--- src/rtl/l2_seq_pkg.sv ---
// l2_seq_pkg: shared types, constants and word-mask helper for the L2 flush/fence sequencer
package l2_seq_pkg;
  localparam logic [1:0] STATE_I = 2'd0;
  localparam logic [1:0] STATE_V = 2'd1;
  localparam logic [1:0] STATE_S = 2'd2;
  localparam logic [1:0] STATE_O = 2'd3;
  localparam int FENCE_REL = 0;
  localparam int FENCE_ACQ = 1;
  localparam int MAX_WORDS = 32;
  localparam int MAX_BITS = 2 * MAX_WORDS;
  typedef enum logic [2:0] {IDLE, READ, CHECK, WB, INV, NEXT, DRAIN, DONE} seq_state_t;
  typedef struct packed {
    logic [MAX_WORDS-1:0] o;
    logic [MAX_WORDS-1:0] v;
  } word_masks_t;
  function automatic word_masks_t get_masks(input logic [MAX_BITS-1:0] st);
    word_masks_t m;
    m = '0;
    for (int i = 0; i < MAX_WORDS; i++) begin
      m.o[i] = st[2*i+:2] == STATE_O;
      m.v[i] = st[2*i+:2] == STATE_V;
    end
    return m;
  endfunction
endpackage

--- src/rtl/l2_seq_walk_cnt.sv ---
// l2_seq_walk_cnt: set/way walk counter with clear, increment and last-line flag
// i_clk/i_rst: clock, sync active-low reset; i_clr: zero the counter; i_inc: advance one line
// o_set/o_way: current line; o_last: current line is the final set/way
module l2_seq_walk_cnt #(
  parameter int N_SETS = 256,
  parameter int N_WAYS = 8,
  localparam int SET_W = $clog2(N_SETS),
  localparam int WAY_W = $clog2(N_WAYS)
) (
  input  logic             i_clk,
  input  logic             i_rst,
  input  logic             i_clr,
  input  logic             i_inc,
  output logic [SET_W-1:0] o_set,
  output logic [WAY_W-1:0] o_way,
  output logic             o_last
);
  // way lives in the low bits so its wrap carries straight into the set
  logic [SET_W+WAY_W-1:0] r_cnt;
  always_ff @(posedge i_clk) begin
    if (!i_rst || i_clr) r_cnt <= '0;
    else if (i_inc) r_cnt <= r_cnt + 1'b1;
  end
  assign {o_set, o_way} = r_cnt;
  assign o_last = &r_cnt;
endmodule

--- src/rtl/l2_flush_fence_seq.sv ---
// l2_flush_fence_seq: L2 flush / acquire / release fence sequencer walking every set and way
// i_flush_*/o_flush_ready, i_fence_*/o_fence_ready: request handshakes, accepted only when idle
// o_rd_*/i_rd_*: localmem line read (1-cycle latency); o_wr_*: line state write
// o_wb_*/i_wb_ready: owned-word writeback to the req-out arbiter
// i_mshr_cnt: outstanding MSHRs drained by release; o_busy, o_*_done: status and completion pulses
module l2_flush_fence_seq
  import l2_seq_pkg::*;
#(
  parameter int N_SETS = 256,
  parameter int N_WAYS = 8,
  parameter int N_WORDS = 4,
  parameter int TAG_W = 20,
  parameter int MSHR_CNT_W = 3,
  localparam int SET_W = $clog2(N_SETS),
  localparam int WAY_W = $clog2(N_WAYS)
) (
  input  logic                   i_clk,
  input  logic                   i_rst,
  input  logic                   i_flush_valid,
  input  logic                   i_flush_all,
  output logic                   o_flush_ready,
  input  logic                   i_fence_valid,
  input  logic [1:0]             i_fence_kind,
  output logic                   o_fence_ready,
  input  logic [MSHR_CNT_W-1:0]  i_mshr_cnt,
  output logic                   o_rd_en,
  output logic [SET_W-1:0]       o_rd_set,
  output logic [WAY_W-1:0]       o_rd_way,
  input  logic [2*N_WORDS-1:0]   i_rd_state,
  input  logic [TAG_W-1:0]       i_rd_tag,
  input  logic                   i_rd_hprot,
  output logic                   o_wr_en,
  output logic [SET_W-1:0]       o_wr_set,
  output logic [WAY_W-1:0]       o_wr_way,
  output logic [2*N_WORDS-1:0]   o_wr_state,
  output logic                   o_wb_valid,
  input  logic                   i_wb_ready,
  output logic [TAG_W+SET_W-1:0] o_wb_addr,
  output logic [N_WORDS-1:0]     o_wb_word_mask,
  output logic                   o_busy,
  output logic                   o_flush_done,
  output logic                   o_fence_done
);
  seq_state_t r_state, w_next;
  logic r_flush, r_flush_all, r_fence;
  logic [1:0] r_kind;
  logic [TAG_W+SET_W-1:0] r_wb_addr;
  logic [N_WORDS-1:0] r_wb_mask;
  logic [2*N_WORDS-1:0] r_wr_state, w_acq_state;
  word_masks_t w_m;
  logic [N_WORDS-1:0] w_omask, w_vmask;
  logic w_unused, w_flush_acc, w_fence_acc, w_inc, w_clr, w_last;
  logic [SET_W-1:0] w_set;
  logic [WAY_W-1:0] w_way;
  l2_seq_walk_cnt #(.N_SETS(N_SETS), .N_WAYS(N_WAYS)) u_cnt (
    .i_clk(i_clk), .i_rst(i_rst), .i_clr(w_clr), .i_inc(w_inc),
    .o_set(w_set), .o_way(w_way), .o_last(w_last)
  );
  assign w_m = get_masks(MAX_BITS'(i_rd_state));
  assign w_omask = w_m.o[N_WORDS-1:0];
  assign w_vmask = w_m.v[N_WORDS-1:0];
  assign w_unused = |w_m;
  // flush wins a simultaneous request, so the fence only lands when no flush is offered
  assign w_flush_acc = r_state == IDLE && i_flush_valid;
  assign w_fence_acc = r_state == IDLE && i_fence_valid && !i_flush_valid;
  always_comb begin
    w_acq_state = i_rd_state;
    for (int i = 0; i < N_WORDS; i++) w_acq_state[2*i+:2] = w_vmask[i] ? STATE_I : i_rd_state[2*i+:2];
  end
  always_comb begin
    w_next = r_state;
    w_inc = 1'b0;
    w_clr = 1'b0;
    case (r_state)
      IDLE:  w_next = w_flush_acc ? READ :
                      !w_fence_acc ? IDLE :
                      i_fence_kind[FENCE_ACQ] ? READ :
                      i_fence_kind[FENCE_REL] ? DRAIN : DONE;
      READ:  w_next = CHECK;
      // a flush walk never carries an acquire, so the non-flush branch is the acquire rule
      CHECK: w_next = r_flush ? ((r_flush_all || i_rd_hprot) ? (|w_omask ? WB : |i_rd_state ? INV : NEXT) : NEXT)
                              : (|w_vmask ? INV : NEXT);
      WB:    w_next = i_wb_ready ? INV : WB;
      INV:   w_next = NEXT;
      NEXT: begin
        w_inc = 1'b1;
        w_next = !w_last ? READ : (r_fence && r_kind[FENCE_REL]) ? DRAIN : DONE;
      end
      DRAIN: w_next = i_mshr_cnt == '0 ? DONE : DRAIN;
      DONE: begin
        w_clr = 1'b1;
        w_next = IDLE;
      end
      default: w_next = IDLE;
    endcase
  end
  always_ff @(posedge i_clk) begin
    if (!i_rst) begin
      r_state <= IDLE;
      {r_flush, r_flush_all, r_fence, r_kind} <= '0;
      r_wb_addr <= '0;
      r_wb_mask <= '0;
      r_wr_state <= '0;
    end else begin
      r_state <= w_next;
      if (w_flush_acc) {r_flush, r_flush_all, r_fence, r_kind} <= {1'b1, i_flush_all, 3'b000};
      else if (w_fence_acc) {r_flush, r_flush_all, r_fence, r_kind} <= {3'b001, i_fence_kind};
      // read data is only valid in CHECK; capture it so WB/INV outputs stay stable
      if (r_state == CHECK) begin
        r_wb_addr <= {i_rd_tag, w_set};
        r_wb_mask <= w_omask;
        r_wr_state <= r_flush ? '0 : w_acq_state;
      end
    end
  end
  assign o_flush_ready = r_state == IDLE;
  assign o_fence_ready = r_state == IDLE && !i_flush_valid;
  assign o_rd_en = r_state == READ;
  assign o_rd_set = w_set;
  assign o_rd_way = w_way;
  assign o_wr_en = r_state == INV;
  assign o_wr_set = w_set;
  assign o_wr_way = w_way;
  assign o_wr_state = r_wr_state;
  assign o_wb_valid = r_state == WB;
  assign o_wb_addr = r_wb_addr;
  assign o_wb_word_mask = r_wb_mask;
  assign o_busy = r_state != IDLE;
  assign o_flush_done = r_state == DONE && r_flush;
  assign o_fence_done = r_state == DONE && r_fence;
endmodule

--- config.mk ---
export PLATFORM = sky130hd
export DESIGN_NAME = l2_flush_fence_seq
export DESIGN_NICKNAME = d
export VERILOG_FILES = /design/src/rtl/l2_seq_pkg.sv /design/src/rtl/l2_seq_walk_cnt.sv /design/src/rtl/l2_flush_fence_seq.sv
export SDC_FILE = /design/constraint.sdc
export NUM_CORES = 1
export LEC_CHECK = 0
export BUFFER_PORTS_ARGS = -buffer_cell sky130_fd_sc_hd__buf_2
export CAP_MARGIN = 20
export CORE_MARGIN = 3
export CORE_UTILIZATION = 40
export DETAILED_ROUTE_END_ITERATION = 16
export PLACE_DENSITY_LB_ADDON = 0.05
export SLEW_MARGIN = 20
export SYNTH_ARGS = -nofsm -noshare
export SYNTH_HDL_FRONTEND = slang
export SYNTH_HIERARCHICAL = 1
export SYNTH_SLANG_ARGS = --single-unit
--- constraint.sdc ---
create_clock -name i_clk -period 2.7 [get_ports i_clk]
set_input_delay 0.135 -clock i_clk [delete_from_list [all_inputs] [get_ports i_clk]]
set_output_delay 0.135 -clock i_clk [all_outputs]
set_load 0.1 [all_outputs]
==> metrics.csv <==
metric;value;unit
status;finished clean;
num_vias;2457;
cts-htree-levels;3;
vias_per_cell;5.025;
power.total;2.799;mW
vdd_drop_max;0.5826;mV
fin_worst_skew;0.006971;ns
insertion_delay;0.32;ns
hpwl;4680;um
ys_seq_area_frac;0.4529;
min_path_type;primary input to flop;
die_h;86.06;um
worstMarginPinSlew;0.6153;ns
setup_violations;0;
final.setup.worst_slack;0.5952;ns
synth_top_area_cell;dfxtp_1;
grt_pass1_wl;10790;um
hold_viol;0;
setup_tns;0;ns
coreArea;6061;um2
drt-total-wl;6496;um
synth_flop_cell;dfxtp_1;
p_seq_frac;0.363;
fillers;616;
timing.max_cap.violations;0;
clock_path_buffers;2;
syn_area_per_cell;8.217;um2
synth_area_leaders;dfxtp_1, nand2_1, a21oi_1;
first_pass_iters;4;
grt_pass1_vias;2225;
yosys.cell_types.count;48;
io_buffers;109;
path_clk_slew;0.07;ns
die_w;86.06;um
drt_iter0_markers;70;
multi_input_area;1220;um2
grt_max_degree;22;
worst_setup_path_start_kind;flop;
swShare;0.4627;
drive_gt1_frac;0.3382;
wl_per_cell;13.28;um
crit_fanout;11;
ios;110;
post_cts_resized;0;
timing.fmax;475.1;MHz
cts_buffers;9;
syn_inst;312;
p_int;1.504;mW
cts_sinks;58;
fin_nets;450;
initial_core_util;0.4230;
synth_top_cell_area_share;0.4529;
syn-num-nets;353;
seq_area;1161;um2
drcViolationCount;0;
grtUsageTotal;0.1829;
die_area;7405;um2
synth_edf_count;0;
rsz0062_at_grt;no;
powerDensity;854.4;nW/um2
antenna_found_initial;0;
antennaDiodeCount;0;
ys.warnings.count;6;
yosysMostFrequentCell;nand2_1;
synthArstFlopShare;0;
min_period;2.105;ns
antenna_left;0;
syn2layout_area_growth;27.77;%
gp_congestion;0.7808;
post_cts_buffers;0;
slew_headroom;0.5885;
overflow;0;
critPathKind;flop to flop;
synth_area;2564;um2
worstPathRequired;2.89;ns
crit_arrival;2.29;ns
fin_crit_sh;0.7796;
p_sw;1.295;mW
crit_path_end_kind;flop;
holdBufCountCts;0;
synthTopCellsByCount;nand2_1, dfxtp_1, a21oi_1;
design_area;3276;um2
power.leakage;1.456;nW
pre_cts_ws;0.6570;ns
clockPowerShare;0.244;
cts_root_buf;clkbuf_8;
dpl-instance-area;3104;um2
rows;28;
report.final.slew_viol_count;0;
comb_power_share;0.394;
cts_tree;yes;
synth_seq_cells;58;
## registers in the layout (all words and copies together) (netlist names)
register / count
r_fence: 1
u_cnt/r_cnt: 11
r_flush: 1
r_kind: 1
o_wr_state: 8
r_state: 3
r_flush_all: 1
o_wb_addr: 28
o_wb_word_mask: 4
## final cells by class
| cell class | instances | share of cell area |
|---|---|---|
| Clock inverter | 5 | 0.009167 |
| Multi-Input combinational cell | 218 | 0.3724 |
| Clock buffer | 11 | 0.04316 |
| Tap cell | 75 | 0.02865 |
| Sequential cell | 58 | 0.3545 |
| Timing Repair Buffer | 115 | 0.1841 |
| Inverter | 7 | 0.008021 |
## power groups by stage
stage               Combinational (mW)  Sequential [mW]  Clock, mW
floorplan                        0.587             1.35          0
global placement                  1.11             1.03          0
detailed placement                1.11             1.04          0
CTS                               1.11             1.02      0.714
global route                      1.17             1.03      0.753
finish                            1.10             1.02      0.682
## path summary, 6_finish.rpt
check	start	to	slack (ns)	cells after the start
worst min-delay path	i_rd_tag[8]	o_wb_addr[16]	0.04	3
worst max register to register	u_cnt/r_cnt[3]	r_state[0]	0.60	6
worst max-delay path	u_cnt/r_cnt[3]	r_state[0]	0.60	6
worst min register to register	o_wr_state[0]	o_wr_state[0]	0.45	2
## cells by family (layout without fill, tap and decap cells)
family,Yosys count,after routing,synth area share
flip-flops,58,58,0.4529
adder cells (fa/ha/maj),1,1,0.004880
buffers and inverters,36,138,0.07955
AND/OR/NAND/NOR,136,136,0.2572
multiplexers,2,2,0.007809
AO/OA/AOI/OAI,75,75,0.1840
XOR/XNOR,4,4,0.01367
## per-stage QoR
stage | util | instances | hold WS, ns
2_1_floorplan | - | 312 | 0.2699
3_3_place_gp | 0.5122 | 473 | 0.3753
3_5_place_dp | 0.5122 | 473 | 0.3823
4_1_cts | 0.5405 | 489 | 0.01932
5_1_grt | 0.5405 | 489 | 0.02111
6_report | 0.5405 | 489 | 0.04131
## worst max-delay path, stage by stage, from the launching register on
cell,delay [ns]
dfxtp_1,0.47
nand4_2,0.30
nor3_1,0.45
a41o_1,0.23
o41ai_1,0.07
a221oi_1,0.35
a221oi_2,0.09
## placed cells by master, fill, tap and decap left out, types with 2 or more instances in the layout
cell type,n
nor2b_1,5
and2_1,3
clkinv_2,3
nand2b_1,6
or4_1,3
clkinvlp_4,2
a21oi_1,40
o31ai_1,3
nand4_1,2
inv_1,7
buf_2,109
o21ai_0,6
nor4_2,2
nand2_1,79
a22oi_1,2
dfxtp_1,58
o41ai_1,2
a21boi_1,2
a21boi_0,9
nor2_1,8
xor2_1,3
mux2i_1,2
or3_1,2
buf_4,5
nand3_1,14
clkbuf_8,10
## layer usage
metal / track usage / routed length (um) / up-vias
li1: - / - / 1258
met5: 0 / 0 / -
met4: 0.08633 / 80 / 0
met1: 0.2462 / 3040 / 1113
met2: 0.2747 / 2975 / 79
met3: 0.04419 / 401 / 7
Note: power is estimated with default switching activity, not from simulation.
